## src/rtl/weight_mem_loader.sv

```systemverilog
// Packs IN_WIDTH-bit stream beats (first beat in the MSBs) into WORD_W-bit kernel words
// and writes them to consecutive BRAM port-A addresses from a commanded base, then pulses done.
module weight_mem_loader #(
  parameter int KERNEL_SIZE  = 5,
  parameter int KERNEL_WIDTH = 2,
  parameter int IN_WIDTH     = 10,
  parameter int ADDR_W       = 9,
  localparam int WORD_W      = KERNEL_SIZE * KERNEL_SIZE * KERNEL_WIDTH,
  localparam int BEATS       = WORD_W / IN_WIDTH
) (
  input  logic                clk,
  input  logic                rst,
  input  logic                start,
  input  logic [9:0]          base_addr,
  input  logic [9:0]          word_count,
  input  logic                s_valid,
  output logic                s_ready,
  input  logic [IN_WIDTH-1:0] s_data,
  output logic                mem_we,
  output logic [ADDR_W-1:0]   mem_addr,
  output logic [WORD_W-1:0]   mem_din,
  output logic                busy,
  output logic                done
);

  localparam int BEAT_W = (BEATS > 1) ? $clog2(BEATS) : 1;

  typedef enum logic [1:0] {IDLE, LOAD, LAST, FIN} state_t;

  state_t              state_q, state_d;
  logic [ADDR_W-1:0]   base_q, base_d;
  logic [9:0]          count_q, count_d;
  logic [9:0]          word_q, word_d;
  logic [BEAT_W-1:0]   beat_q, beat_d;
  logic [WORD_W-1:0]   shift_q, shift_d;
  logic                mem_we_q, mem_we_d;
  logic [ADDR_W-1:0]   mem_addr_q, mem_addr_d;
  logic [WORD_W-1:0]   mem_din_q, mem_din_d;
  logic                busy_q, busy_d;
  logic                done_q, done_d;
  logic [WORD_W-1:0]   packed_word;
  logic                accept;
  logic                unused_base;

  assign unused_base = ^base_addr;
  assign s_ready     = (state_q == LOAD);
  assign accept      = s_valid && s_ready;
  assign packed_word = {shift_q[WORD_W-IN_WIDTH-1:0], s_data};

  always_comb begin
    state_d    = state_q;
    base_d     = base_q;
    count_d    = count_q;
    word_d     = word_q;
    beat_d     = beat_q;
    shift_d    = shift_q;
    mem_we_d   = 1'b0;
    mem_addr_d = mem_addr_q;
    mem_din_d  = mem_din_q;
    case (state_q)
      IDLE: begin
        if (start) begin
          base_d  = base_addr[ADDR_W-1:0];
          count_d = word_count;
          beat_d  = '0;
          word_d  = '0;
          state_d = (word_count == 10'd0) ? FIN : LOAD;
        end
      end
      LOAD: begin
        if (accept) begin
          shift_d = packed_word;
          if (beat_q == BEAT_W'(BEATS - 1)) begin
            // Address and data are latched separately so the shifter can take the next word's beat immediately.
            beat_d     = '0;
            word_d     = word_q + 10'd1;
            mem_we_d   = 1'b1;
            mem_din_d  = packed_word;
            mem_addr_d = base_q + word_q[ADDR_W-1:0];
            if (word_q == count_q - 10'd1) state_d = LAST;
          end else begin
            beat_d = beat_q + BEAT_W'(1);
          end
        end
      end
      LAST:    state_d = FIN;
      FIN:     state_d = IDLE;
      default: state_d = IDLE;
    endcase
    busy_d = (state_d != IDLE);
    done_d = (state_d == FIN);
  end

  always_ff @(posedge clk) begin
    if (rst) begin
      state_q    <= IDLE;
      base_q     <= '0;
      count_q    <= '0;
      word_q     <= '0;
      beat_q     <= '0;
      shift_q    <= '0;
      mem_we_q   <= 1'b0;
      mem_addr_q <= '0;
      mem_din_q  <= '0;
      busy_q     <= 1'b0;
      done_q     <= 1'b0;
    end else begin
      state_q    <= state_d;
      base_q     <= base_d;
      count_q    <= count_d;
      word_q     <= word_d;
      beat_q     <= beat_d;
      shift_q    <= shift_d;
      mem_we_q   <= mem_we_d;
      mem_addr_q <= mem_addr_d;
      mem_din_q  <= mem_din_d;
      busy_q     <= busy_d;
      done_q     <= done_d;
    end
  end

  assign mem_we   = mem_we_q;
  assign mem_addr = mem_addr_q;
  assign mem_din  = mem_din_q;
  assign busy     = busy_q;
  assign done     = done_q;

endmodule

```

## config.mk

```make
export PLATFORM = sky130hd
export DESIGN_NAME = weight_mem_loader
export DESIGN_NICKNAME = d
export VERILOG_FILES = /design/src/rtl/weight_mem_loader.sv
export SDC_FILE = /design/constraint.sdc
export NUM_CORES = 1
export LEC_CHECK = 0
export BUFFER_PORTS_ARGS = -buffer_cell sky130_fd_sc_hd__buf_4
export CAP_MARGIN = 20
export CORE_MARGIN = 2
export CORE_UTILIZATION = 50
export DETAILED_ROUTE_END_ITERATION = 10
export PLACE_DENSITY = 0.83
export SETUP_SLACK_MARGIN = 0.5
export SLEW_MARGIN = 20
export SYNTH_ARGS = -nofsm -noshare
export SYNTH_HDL_FRONTEND = slang
export SYNTH_SLANG_ARGS = --single-unit
```

## constraint.sdc

```tcl
create_clock -name clk -period 2 [get_ports clk]
set_clock_uncertainty 0.05 [all_clocks]
set_input_delay 0.2 -clock clk [delete_from_list [all_inputs] [get_ports clk]]
set_output_delay 0.2 -clock clk [all_outputs]
set_load 0.005 [all_outputs]
```

=== Yosys cells after proc, flatten, opt, wreduce, memory -nomap -nowiden ===
Index checks and enable logic that the tools add are counted.

* Word-level logic and storage cells: 52
* Input port bits: 34
* Register bits: 136
* Output and inout bits: 63

* Equal/unequal tests: 9
* Reductions and logical operators: 11
* Add/subtract/negate cells: 4
* Bitwise logic cells: 2
* Mux-type cells: 15

{| class="wikitable"
|+ Operator list
! cell !! count
|-
| $mux 10 || 3
|-
| $pmux 10 s2 || 1
|-
| $add 10x1->10 const B || 1
|-
| $eq 10x10->1 || 1
|-
| $logic_not 10->1 || 1
|-
| $mux 2 || 5
|-
| $sub 10x1->10 const B || 1
|-
| $add 9x9->9 || 1
|-
| $mux 3 || 3
|-
| $pmux 2 s4 || 1
|-
| $eq 2x2->1 const B || 3
|-
| $pmux 3 s2 || 1
|-
| $reduce_and 3->1 || 2
|-
| $ne 2x1->1 const B || 2
|-
| $reduce_and 2->1 || 2
|-
| $reduce_and 4->1 || 1
|-
| $reduce_bool 2->1 || 2
|-
| $add 3x1->3 const B || 1
|-
| $eq 3x3->1 const B || 1
|-
| $reduce_or 3->1 || 1
|-
| $eq 2x1->1 const B || 1
|-
| $logic_not 2->1 || 1
|-
| $ne 2x2->1 const B || 1
|-
| $not 1->1 || 2
|-
| other kinds (2) || 2
|}

=== Longest topological paths before layout ===
* Depth after elaboration: 7
* Mapped depth: 9
* Gate-level depth less buffers: 9

=== Worst setup path after synthesis ===
No wires, ideal clock.

* Path kind: reg-to-reg
* Start point: register word_q[0]
* End point: register mem_addr_q[8], in the netlist mem_addr[8]
* Data arrival time: 1.776 ns
* Setup time: 0.086 ns
* Path slack: 0.089 ns
* Path buffers: 0
* Data required time: 1.864 ns
* Clock period less this slack: 1.911 ns
* Stages on the path, launching flop included: 10
* Path through: dfxtp_1 > ha_1 > inv_1 > fa_1 > nor2b_1 > o21ai_1 > a21oi_1 > o41ai_1 > xnor2_1 > a211oi_1

* Word-level cells in the longest chain between the ends: 1

{| class="wikitable"
|+ Ends and longest elaborated chain
! element !! line !! source
|-
| start, declared || 33 || <nowiki>logic [9:0] word_q, word_d;</nowiki>
|-
| start signal, assigned || 111 || <nowiki>word_q <= word_d;</nowiki>
|-
| $add 9x9->9 || 79 || <nowiki>mem_addr_d = base_q + word_q[ADDR_W-1:0];</nowiki>
|-
| end signal, assigned || 115 || <nowiki>mem_addr_q <= mem_addr_d;</nowiki>
|-
| end, declared || 37 || <nowiki>logic [ADDR_W-1:0] mem_addr_q, mem_addr_d;</nowiki>
|}

No other way between the ends.
A chain may end at the register's enable or synchronous reset.

=== Worst setup path after layout ===
* Start point: register word_q[1]
* End point: register mem_addr_q[7], in the netlist mem_addr[7]

The elaborated chain is that of the path after synthesis.

==> flow_summary.toml <==
[outcome]
status = "complete, but fails checks"
violations = "DRC"

[power_and_ir_drop]
power.total_uw = 6450
p_leak_uw = 0.00335
peakVddDrop_uv = 628
p_per_area_nw_per_um2 = 736

[worst_setup_path]
cp-end-kind = "flip-flop"
worstPathArrival_ns = 2.36
critical_path_required_ns = 2.37
start_kind = "flip-flop"
cp_max_fo = 6
crit_chain = "ha_4, a21o_1, a211oi_2, nor2_1, o41ai_2, nor4_1, a211o_1"
crit_path_top_delay_cell = "dfxtp_4"
path_buf_inv = 0
critPathKind = "reg2reg"
cpLargestDelayFamily = "compound AO/OA/AOI/OAI gates"
slowest_delay_ns = 0.38

[logic_synthesis]
yosysTopAreaCellShare_pct = 49.8
synth_compound_area_share_pct = 15.6
avgSynthCellArea_um2 = 7.97
ys_seq_elements = 136
ys_seq_area_share_pct = 49.8
syn-cell-area_um2 = 5470
yosys.area_share.simple_pct = 23.0
synth_xor_area_share_pct = 4.00
synthesis.nets = 733
synthCells = 686
synthAdderAreaFrac_pct = 3.11
synth_cell_type_count = 46
yosysWarnings = 0
synth_top_family_by_area = "simple AND/OR/NAND/NOR gates"
synthTopCellsByArea = "dfxtp_1 50%, nand2_1 16%, a21oi_1 11%, ha_1 2.7%, clkbuf_1 2.2%"
synthMuxAreaShare_pct = 0.183
synth_area_leader_cell = "dfxtp_1"

[drt]
num_vias = 6107
drt-pass1-iter-count = 9
wl_per_cell_um = 21.9
drc = 1
ant_nets = 0
drtIter0Drc = 683
vias_per_cell = 6.14
totalWireLength_um = 21800

[final_layout]
drive_gt1_share_pct = 42.0
final_cell_mix = "172 x nand2_1, 120 x dfxtp_1, 117 x buf_4"
num-fill-cells = 531
instances_no_fill = 995
final_util_pct = 81.6
areaGrowthSynthToFinish_pct = 60.3
fin_nets = 890
antenna_cells = 0
final_common_cell = "nand2_1"
layout.area.seq_um2 = 2770
multiInputGateArea_um2 = 3360

[global_route]
grt_max_degree = 54
grt_pass1_wl_um = 24700
grt-ovfl-total = 0
grt_pass1_vias = 5250
track_usage_pct = 26.9
antenna_found_initial = 0

[die]
io_pins = 97
dieWidth_um = 109
die-area_um2 = 11800
start_util_pct = 50.9
dieHeight_um = 109
num_rows = 38
core_um2 = 10700

[sta]
rsz0062_at_grt = "yes"
maxSlewViolCount = 0
layout_setup_ws_ns = 0.0153
tightest_slew_ns = 0.393
fin_crit_ns = 1.98
slew_headroom_pct = 73.8
fmax_mhz = 504
final-hold-violation-count = 0
period_share_pct = 99.2
hold_ws_ns = 0.0294
setup_violations = 0

[cts]
clk_path_buf_depth = 2
cts_tree = "done"
cts_buffers = 17
htree_levels = 4
clkLatencyLatePin_ns = 0.55
clk_pin_slew_ns = 0.07
cts-root-buf = "clkbuf_8"
clock_sinks = 136

[placed_design]
dp_hpwl_um = 8880
finalWeightedCongestion = 0.781
post-place-ws_ns = 0.0908
dp.cells = 890
portBuffers = 95

[worst_hold_path]
hp-class = "in2reg"

[run]
cap_viol_max_count = 0
==> metal layers <==
layer	routed length, µm	GRT usage [%]	vias to the layer above
met5	0	0	-
met4	1450	12.5	0
li1	-	-	2587
met3	2250	5.97	161
met1	7890	31.8	2833
met2	10200	46.3	526
==> flip-flops by register name, summed over array words and instances, names as in the netlist <==
| signal | count |
|---|---|
| mem_din | 50 |
| beat_q | 3 |
| done | 1 |
| mem_we | 1 |
| word_q | 10 |
| count_q | 10 |
| mem_addr | 9 |
| base_q | 9 |
| shift_q | 40 |
| state_q | 2 |
| busy | 1 |
==> through the flow <==
step                area, µm²  setup TNS, ns
finish                   8770              0
global route             8770        -0.0832
CTS                      7650              0
detailed placement       6400              0
global placement         6400              0
floorplan                5590              0
==> layout make-up <==
cell class	count	share of cell area (%)
Multi-Input combinational cell	497	38.3
Sequential cell	136	31.5
Timing Repair Buffer	180	21.0
Clock buffer	23	5.68
Tap cell	140	2.00
Clock inverter	8	0.956
Inverter	11	0.471
==> repair_timing <==
action | 4_1_cts | 5_1_grt
cloned | 5 | 13
hold buffers | 29 | 0
endpoints found under the hold margin | 40 | 0
endpoints found under the setup margin | 67 | 126
pin swaps | 16 | 127
gates resized for setup | 37 | 207
buffers inserted | 15 | 12
==> worst paths after layout <==
check,startpoint,end,slack [ns],depth (start not counted)
max,word_q[1],mem_addr[7],0.02,7
min reg2reg,shift_q[36],shift_q[36],0.41,2
max reg2reg,word_q[1],mem_addr[7],0.02,7
min,rst,mem_addr[3],0.03,2
==> Yosys cell counts, drive strengths merged <==
library cell	n
nand2	238
dfxtp	136
a21oi	123
clkbuf	32
nor2	26
xnor2	13
buf	12
ha	12
xor2	12
inv	11
nor3	8
nand3	7
o21ai	7
a211oi	4
nand4	4
or3	4
a22oi	3
nor2b	3
nor3b	3
nor4	3
o21bai	3
o41ai	3
a31oi	2
and2	2
a211o	1
a21o	1
a221o	1
a31o	1
and3	1
and3b	1
fa	1
mux2i	1
nand2b	1
nand3b	1
nor4b	1
o2111a	1
o211ai	1
o311a	1
or2	1
==> cell families after synthesis <==
family,count (synthesis)
simple gates,304
xor+xnor,25
mux,1
compound gates,152
buf+inv,55
flops,136
fa+ha+maj,13
==> report_power, final <==
group	leakage (µW)	internal, µW	switching, µW
registers	0.00111	2740	48.8
logic	0.00195	254	292
clock network	0.000290	1860	1250
Note: power is estimated with default switching activity, not from simulation.
